`src/rtl/arbiter_out_buffer_pkg.sv`:
```
`default_nettype none
// ============================================================================
// Module   : arbiter_out_buffer_pkg
// Brief    : Shared types and helpers for the arbiter output stage.
// Revision : 1.0 - initial release
// ============================================================================
package arbiter_out_buffer_pkg;

  // Occupancy of the two-entry skid buffer
  typedef enum logic [1:0] {
    OCC_EMPTY = 2'd0,
    OCC_ONE   = 2'd1,
    OCC_FULL  = 2'd2
  } occ_e;

  // Width of the shift counter: enough to hold SHIFT_PERIOD, never below 1
  function automatic int unsigned shift_cnt_width(input int unsigned period);
    int unsigned w;
    w = $clog2(period + 1);
    return (w < 1) ? 1 : w;
  endfunction

endpackage
`default_nettype wire

```
`src/rtl/arbiter_out_buffer_shift_gen.sv`:
```
`default_nettype none
// ============================================================================
// Module   : arbiter_shift_gen
// Brief    : Counts accepted pushes and emits a one-cycle registered shift
//            pulse after every SHIFT_PERIOD of them. SHIFT_PERIOD=0 ties
//            shift low.
// Revision : 1.0 - initial release
// ============================================================================
module arbiter_shift_gen
  import arbiter_out_buffer_pkg::*;
#(
  parameter int unsigned SHIFT_PERIOD = 4
) (
  input  logic clk,
  input  logic rst,
  input  logic flush,
  input  logic push,
  output logic shift
);

  localparam int unsigned SCW = shift_cnt_width(SHIFT_PERIOD);

  generate
    if (SHIFT_PERIOD == 0) begin : g_disabled
      logic w_unused;
      assign w_unused = &{1'b0, clk, rst, flush, push};
      assign shift    = 1'b0;
    end else begin : g_enabled
      localparam logic [SCW-1:0] C_LAST = SCW'(SHIFT_PERIOD - 1);

      logic [SCW-1:0] scnt_q, scnt_d;
      logic           shift_q, shift_d;

      // Next-state: wrap the counter and raise the pulse on the last push
      always_comb begin
        scnt_d  = scnt_q;
        shift_d = 1'b0;
        if (flush) begin
          scnt_d  = '0;
        end else if (push) begin
          if (scnt_q == C_LAST) begin
            scnt_d  = '0;
            shift_d = 1'b1;
          end else begin
            scnt_d  = scnt_q + 1'b1;
          end
        end
      end

      // Counter and pulse registers
      always_ff @(posedge clk or negedge rst) begin
        if (!rst) begin
          scnt_q  <= '0;
          shift_q <= 1'b0;
        end else begin
          scnt_q  <= scnt_d;
          shift_q <= shift_d;
        end
      end

      assign shift = shift_q;
    end
  endgenerate

endmodule
`default_nettype wire

```
`src/rtl/arbiter_out_buffer.sv`:
```
`default_nettype none
// ============================================================================
// Module   : arbiter_out_buffer
// Brief    : Two-entry skid buffer behind the fixed/shiftable arbiter. Breaks
//            the out_ready->in_ready combinational path and generates the
//            arbiter's fairness shift pulse.
// Revision : 1.0 - initial release
// ============================================================================
module arbiter_out_buffer
  import arbiter_out_buffer_pkg::*;
#(
  parameter int unsigned DWIDTH       = 16,
  parameter int unsigned SHIFT_PERIOD = 4
) (
  input  logic              clk,
  input  logic              rst,
  input  logic              in_valid,
  input  logic [DWIDTH-1:0] in_data,
  output logic              in_ready,
  output logic              shift,
  input  logic              flush,
  output logic              out_valid,
  output logic [DWIDTH-1:0] out_data,
  input  logic              out_ready
);

  occ_e              cnt_q, cnt_d;
  logic [DWIDTH-1:0] head_q, head_d;
  logic [DWIDTH-1:0] skid_q, skid_d;
  logic              w_push, w_pop;

  // Handshake flags decode from registered occupancy only
  assign in_ready  = (cnt_q != OCC_FULL);
  assign out_valid = (cnt_q != OCC_EMPTY);
  assign out_data  = head_q;
  assign w_push    = in_valid & in_ready;
  assign w_pop     = out_valid & out_ready;

  // Occupancy transitions; head always holds the oldest entry
  always_comb begin
    cnt_d  = cnt_q;
    head_d = head_q;
    skid_d = skid_q;
    case (cnt_q)
      OCC_EMPTY: begin
        if (w_push) begin
          head_d = in_data;
          cnt_d  = OCC_ONE;
        end
      end
      OCC_ONE: begin
        if (w_push && w_pop) begin
          head_d = in_data;
        end else if (w_push) begin
          skid_d = in_data;
          cnt_d  = OCC_FULL;
        end else if (w_pop) begin
          cnt_d  = OCC_EMPTY;
        end
      end
      OCC_FULL: begin
        if (w_pop) begin
          head_d = skid_q;
          cnt_d  = OCC_ONE;
        end
      end
      default: cnt_d = OCC_EMPTY;
    endcase
    // Flush discards everything, including a beat offered this cycle
    if (flush) begin
      cnt_d = OCC_EMPTY;
    end
  end

  // Buffer state registers
  always_ff @(posedge clk or negedge rst) begin
    if (!rst) begin
      cnt_q  <= OCC_EMPTY;
      head_q <= '0;
      skid_q <= '0;
    end else begin
      cnt_q  <= cnt_d;
      head_q <= head_d;
      skid_q <= skid_d;
    end
  end

  arbiter_shift_gen #(
    .SHIFT_PERIOD (SHIFT_PERIOD)
  ) u_shift_gen (
    .clk   (clk),
    .rst   (rst),
    .flush (flush),
    .push  (w_push),
    .shift (shift)
  );

endmodule
`default_nettype wire

```
`config.mk`:
```
export PLATFORM = sky130hd
export DESIGN_NAME = arbiter_out_buffer
export DESIGN_NICKNAME = d
export VERILOG_FILES = /design/src/rtl/arbiter_out_buffer_pkg.sv /design/src/rtl/arbiter_out_buffer_shift_gen.sv /design/src/rtl/arbiter_out_buffer.sv
export SDC_FILE = /design/constraint.sdc
export NUM_CORES = 1
export LEC_CHECK = 0
export ABC_AREA = 1
export CAP_MARGIN = 0
export CORE_MARGIN = 1
export CORE_UTILIZATION = 53
export DETAILED_ROUTE_END_ITERATION = 10
export MAX_ROUTING_LAYER = met4
export PLACE_DENSITY = 0.81
export SLEW_MARGIN = 20
export SYNTH_ARGS = -nofsm -noshare
export SYNTH_HDL_FRONTEND = slang
export SYNTH_SLANG_ARGS = --single-unit
```
`constraint.sdc`:
```
create_clock -name clk -period 3.17 [get_ports clk]
set_input_delay 0.4755 -clock clk [delete_from_list [all_inputs] [get_ports clk]]
set_output_delay 0.4755 -clock clk [all_outputs]
set_load 0.02 [all_outputs]
```
==> flow_summary.json, run 1 <==
{
  "synth_top_flop_cell": "dfrtp_1",
  "synth_top_area_share_pct": 54.32,
  "cts_resized": 0,
  "cp-end-kind": "output pin",
  "drt_wl_total_mm": 3.227,
  "first_global_vias": 1322,
  "grt_pass1_wl_mm": 5.471,
  "fin_crit_ns": 2.125,
  "pwr-share-seq_pct": 43.6,
  "p_int_uw": 1170,
  "die_h_um": 59.47,
  "ff2ff_setup_slack_ns": 1.37,
  "r2r-start": "cnt_q[0]$_DFFE_PN0P_",
  "yosysTopAreaCell": "dfrtp_1",
  "seq_area_frac_synth_pct": 54.32,
  "timing.hold.ws_ns": 0.2170,
  "synth_area_leaders": "dfrtp_1 54%, nand2_1 19%, inv_1 4.7%",
  "cts_tree": "yes",
  "clockRootBuffer": "clkbuf_4",
  "hold_viol": 0,
  "cts.path.max_buffers": 2,
  "dr.pass1.iters": 4,
  "async_flop_share_pct": 100.0,
  "peakVddDrop_uv": 359.2,
  "rows": 20,
  "switchingPower_uw": 734.4,
  "hold_path_class": "primary input to async pin",
  "vias": 1457,
  "r2r_end": "out_data[12]$_DFFE_PN0P_",
  "critPathLaunchType": "flop",
  "final_area_sq_um": 2211,
  "ys_warn_count": 0,
  "path_max_fanout": 15,
  "power.density_nw_per_um2": 861.5,
  "grt_setup_unrepaired": "false",
  "h-tree-depth": 2,
  "portBuffers": 39,
  "gp_congestion": 0.7686,
  "power_frac_comb_pct": 43.2,
  "final.setup.tns_ns": 0,
  "maxSlewHeadroom_pct": 47.03,
  "period_share_pct": 67.04,
  "synth_edf_count": 0,
  "startpoint": "cnt_q[0]$_DFFE_PN0P_",
  "skew_ns": 0.008035,
  "reg2regPathDepth": 7,
  "synth.avg_cell_area_sq_um": 7.885,
  "synth_area_sq_um": 1750,
  "worstMarginPinSlew_ns": 0.7945,
  "grt_start_max_net_pins": 39,
  "drive_gt1_share_pct": 5.344,
  "fmax_mhz": 470.6,
  "clockPowerShare_pct": 13.2,
  "area_delta_synth_final_pct": 26.30,
  "drv_cap": 0,
  "grtUsageTotal_pct": 21.90,
  "synth_common_cells": "88 x nand2_1, 38 x dfrtp_1, 22 x inv_1",
  "cp-endpoint": "in_ready",
  "core-area_sq_um": 3103,
  "outcome": "finished, final reports clean",
  "synth-seq-cells": 38,
  "initial_core_util_pct": 56.41,
  "synth_cell_types": 19,
  "nets": 283,
  "grt-ovfl-total": 0,
  "synth_fp_nets": 244,
  "antenna_found_initial": 0,
  "clock_latency_ns": 0.33,
  "syn_inst": 222,
  "drtAntennaViolNets": 0,
  "arrival_ns": 1.65,
  "synth_most_common_cell": "nand2_1",
  "leakage_uw": 0.001146,
  "clkSinkCount": 38,
  "setup_viol": 0,
  "place_area_sq_um": 2151,
  "wl_per_cell_um": 10.55,
  "pin_count": 40,
  "swShare_pct": 38.56,
  "ctsHoldBuffers": 0,
  "clk_pin_slew_ns": 0.10,
  "fp.dieW_um": 59.47,
  "diodes": 0,
  "routed_via_density": 4.761,
  "dp_hpwl_mm": 2.297,
  "slew_violations": 0,
  "crit_type": "flop to output pin",
  "drc": 0,
  "cts_buffers": 5,
  "final_util_pct": 71.25,
  "cp.required_ns": 2.69,
  "dr.first_iter.drc_count": 75,
  "post_cts_buffers": 0,
  "die_area_sq_um": 3537
}
[power groups by stage]
stage	combinational, uW	sequential (uW)	clock [uW]
floorplan	400	941	0
detailed placement	832	839	0
CTS	834	831	262
global route	924	855	282
global placement	812	833	0
finish	823	830	251
[registers in the layout (all words and copies together) (netlist names)]
signal	flops
cnt_q	2
out_data	16
skid_q	16
u_shift_gen.g_enabled.scnt_q	3
u_shift_gen.shift	1
[final cells by class]
type / instances / area, sq um
clock buffers: 7 / 55.05
clock inverters: 1 / 5.005
fillers: 272 / 892.1
inverters: 25 / 93.84
multi-input cells: 151 / 658.1
flip-flops and latches: 38 / 950.9
well taps: 44 / 55.05
repair buffers: 40 / 392.9
[placed cells by master, fill, tap and decap left out, drive strengths merged]
master         instances
a21oi                  8
buf                    2
clkbuf                 7
clkdlybuf4s50         38
clkinv                 1
dfrtp                 38
ha                     1
inv                   25
nand2                 89
nand3                  7
nor2                  16
nor3                   1
nor4                   1
o211ai                 1
o21ai                 26
o22ai                  1
[logic make-up (layout without fill, tap and decap cells)]
family | count (synthesis) | after routing | share of synthesized area (%)
AOI/OAI and AO/OA | 36 | 36 | 11.29
adders and majority gates | 1 | 1 | 0.7147
buffers and inverters | 33 | 73 | 8.077
DFF | 38 | 38 | 54.32
and+or+nand+nor | 114 | 114 | 25.59
[through the flow]
stage               cells  power, uW  setup WS, ns
floorplan             222       1341         1.870
global placement      298       1645         1.175
detailed placement    298       1671         1.127
CTS                   306       1926         1.016
global route          306       2061        0.9349
finish                306       1905         1.045
[metal layers]
metal  global-route usage (%)  up-vias  routed length [um]
met4                    7.823        0                  19
met5                        -        -                   0
met2                    34.35       33                1503
met3                    6.550        2                 136
li1                         -      770                   -
met1                    26.79      652                1567
[how the worst min path moves through the flow]
stage,endpoint,slack (ns),cells past startpoint
after global placement,u_shift_gen.shift$_DFF_PN0_,0.45,1
after CTS,u_shift_gen.g_enabled.scnt_q[0]$_DFFE_PN0P_,0.24,1
final,u_shift_gen.g_enabled.scnt_q[1]$_DFFE_PN0P_,0.22,1
after global routing,u_shift_gen.g_enabled.scnt_q[0]$_DFFE_PN0P_,0.27,1
after detailed placement,u_shift_gen.shift$_DFF_PN0_,0.45,1
after floorplan,cnt_q[0]$_DFFE_PN0P_,0.18,0
[critical path, cell delays in order (launching register included)]
cell and delay [ns]:
dfrtp_1 0.46, inv_2 0.09, nand2_4 0.14, clkdlybuf4s50_1 0.63
Note: power is estimated with default switching activity, not from simulation.
==> run 2: changes to the inputs <==
--- a/config.mk
+++ b/config.mk
@@ -8,10 +8,10 @@
 export ABC_AREA = 1
 export CAP_MARGIN = 0
 export CORE_MARGIN = 1
-export CORE_UTILIZATION = 53
+export CORE_UTILIZATION = 49
 export DETAILED_ROUTE_END_ITERATION = 10
 export MAX_ROUTING_LAYER = met4
-export PLACE_DENSITY = 0.81
+export PLACE_DENSITY = 0.75
 export SLEW_MARGIN = 20
 export SYNTH_ARGS = -nofsm -noshare
 export SYNTH_HDL_FRONTEND = slang
==> constraint.sdc (replaced) <==
create_clock -name clk -period 2 [get_ports clk]
set_input_delay 0.3 -clock clk [delete_from_list [all_inputs] [get_ports clk]]
set_output_delay 0.3 -clock clk [all_outputs]
set_load 0.02 [all_outputs]
==> run 2 against run 1 <==
Worst hold slack worse by 0.19 ns. Design area is 2.0% higher. Sequential power is 58% higher. Combinational power is 62% higher. Register-to-register slack worse by 0.99 ns. Largest power group is now combinational logic. Wire length is 0.68% lower. Final cell count is 1.6% higher. Critical endpoint is now out_valid. Global-route usage is 1.9 points lower. Setup slack worse by 0.92 ns.
==> flow_summary.json, run 2 (synthesis results as in run 1) <==
{
  "drtAntennaViolNets": 0,
  "die_h_um": 61.77,
  "fill_cells": 291,
  "vias": 1477,
  "initial_core_util_pct": 51.64,
  "routed_via_density": 4.749,
  "final.setup.tns_ns": 0,
  "clockRootBuffer": "clkbuf_4",
  "final_cell_mix": "88 x nand2_1, 37 x clkdlybuf4s50_1, 36 x dfrtp_1, 22 x inv_1",
  "arrival_ns": 1.57,
  "dp_hpwl_mm": 2.264,
  "path_max_fanout": 6,
  "drt_wl_total_mm": 3.205,
  "layout_commonest_cell": "nand2_1",
  "clock_latency_ns": 0.34,
  "diodes": 0,
  "h-tree-depth": 2,
  "leakage_uw": 0.001164,
  "grt_pass1_wl_mm": 5.299,
  "slew_violations": 0,
  "hold_viol": 0,
  "use_met3_pct": 5.590,
  "die_area_sq_um": 3816,
  "clkSinkCount": 38,
  "pin_count": 40,
  "ctsHoldBuffers": 0,
  "gp_congestion": 0.7748,
  "grt_use_met1_pct": 25.84,
  "post_cts_buffers": 0,
  "core-area_sq_um": 3390,
  "nets": 286,
  "worstMarginPinSlew_ns": 0.7992,
  "grt-ovfl-total": 0,
  "drv_cap": 0,
  "outcome": "finished, final reports clean",
  "grt_setup_unrepaired": "false",
  "met2_usage_pct": 30.11,
  "dr.pass1.iters": 4,
  "final_util_pct": 66.52,
  "rows": 21,
  "area_delta_synth_final_pct": 28.81,
  "cts_tree": "yes",
  "grtUsageTotal_pct": 20.03,
  "critPathLaunchType": "flop",
  "drc": 0,
  "r2r-start": "cnt_q[0]$_DFFE_PN0P_",
  "first_global_vias": 1254,
  "cts_buffers": 5,
  "fin_crit_ns": 1.874,
  "cp.required_ns": 1.70,
  "period_share_pct": 93.69,
  "wl_per_cell_um": 10.31,
  "fmax_mhz": 533.7,
  "dr.first_iter.drc_count": 72,
  "antenna_found_initial": 0,
  "maxSlewHeadroom_pct": 46.72,
  "drive_gt1_share_pct": 7.547,
  "cts_resized": 1,
  "fp.dieW_um": 61.77,
  "clk_pin_slew_ns": 0.11,
  "setup_viol": 0,
  "startpoint": "cnt_q[0]$_DFFE_PN0P_",
  "peakVddDrop_uv": 572.3,
  "cp-end-kind": "output pin",
  "skew_ns": 0.01148,
  "crit_type": "flop to output pin",
  "busiest_layer": "met2",
  "grt_start_max_net_pins": 39,
  "hold_path_class": "primary input to async pin",
  "cts.path.max_buffers": 2,
  "portBuffers": 39,
  "power.density_nw_per_um2": 1393
}
run 2: power breakdown:
group	total, uW	switching [uW]	internal (uW)
Sequential	1310	192	1120
Clock	500	241	259
Combinational	1330	747	580
run 2: per-layer routing:
metal | share of wire, % | vias to the layer above
met5 | 0 | -
li1 | - | 779
met2 | 45 | 40
met4 | 1.6 | 0
met1 | 49 | 652
met3 | 5.0 | 6
run 2: worst paths after layout:
| kind | depth (start not counted) | slack, ns | end |
|---|---|---|---|
| setup / recovery | 3 | 0.13 | out_valid |
| hold / removal | 1 | 0.03 | out_data[15]$_DFFE_PN0P_ |
| setup reg to reg | 7 | 0.38 | out_data[3]$_DFFE_PN0P_ |
| hold reg to reg | 1 | 0.48 | u_shift_gen.shift$_DFF_PN0_ |
| max in group asynchronous | 1 | 1.40 | cnt_q[1]$_DFFE_PN0P_ |
| min in group clk | 1 | 0.48 | u_shift_gen.shift$_DFF_PN0_ |
run 2: cell type report:
| type | instances | area (sq um) | share of cell area [%] |
|---|---|---|---|
| timing repair buffer | 43 | 414.1 | 18.37 |
| multi-input combinational | 151 | 658.1 | 29.19 |
| inverter | 25 | 93.84 | 4.162 |
| clock buffer | 5 | 37.54 | 1.665 |
| sequential | 38 | 953.4 | 42.29 |
| tap | 46 | 57.56 | 2.553 |
| clock inverter | 3 | 40.04 | 1.776 |
run 2: stage by stage:
stage	hold slack (ns)	cells	instance area [sq um]	power (uW)	worst slack (ns)
final	0.03039	311	2255	3140	0.1263
after global placement	0.4412	303	2176	2628	0.3073
after global routing	0.09534	311	2255	3408	0.05667
after detailed placement	0.4401	303	2176	2662	0.2251
after floorplan	0.004409	222	1750	2126	0.7498
after CTS	0.04964	311	2252	3166	0.03365
run 2: worst max-delay path, stage by stage, from the launching register on:
cell and delay (ns):
dfrtp_2 0.44, inv_2 0.08, nand2_1 0.11, clkdlybuf4s50_1 0.61
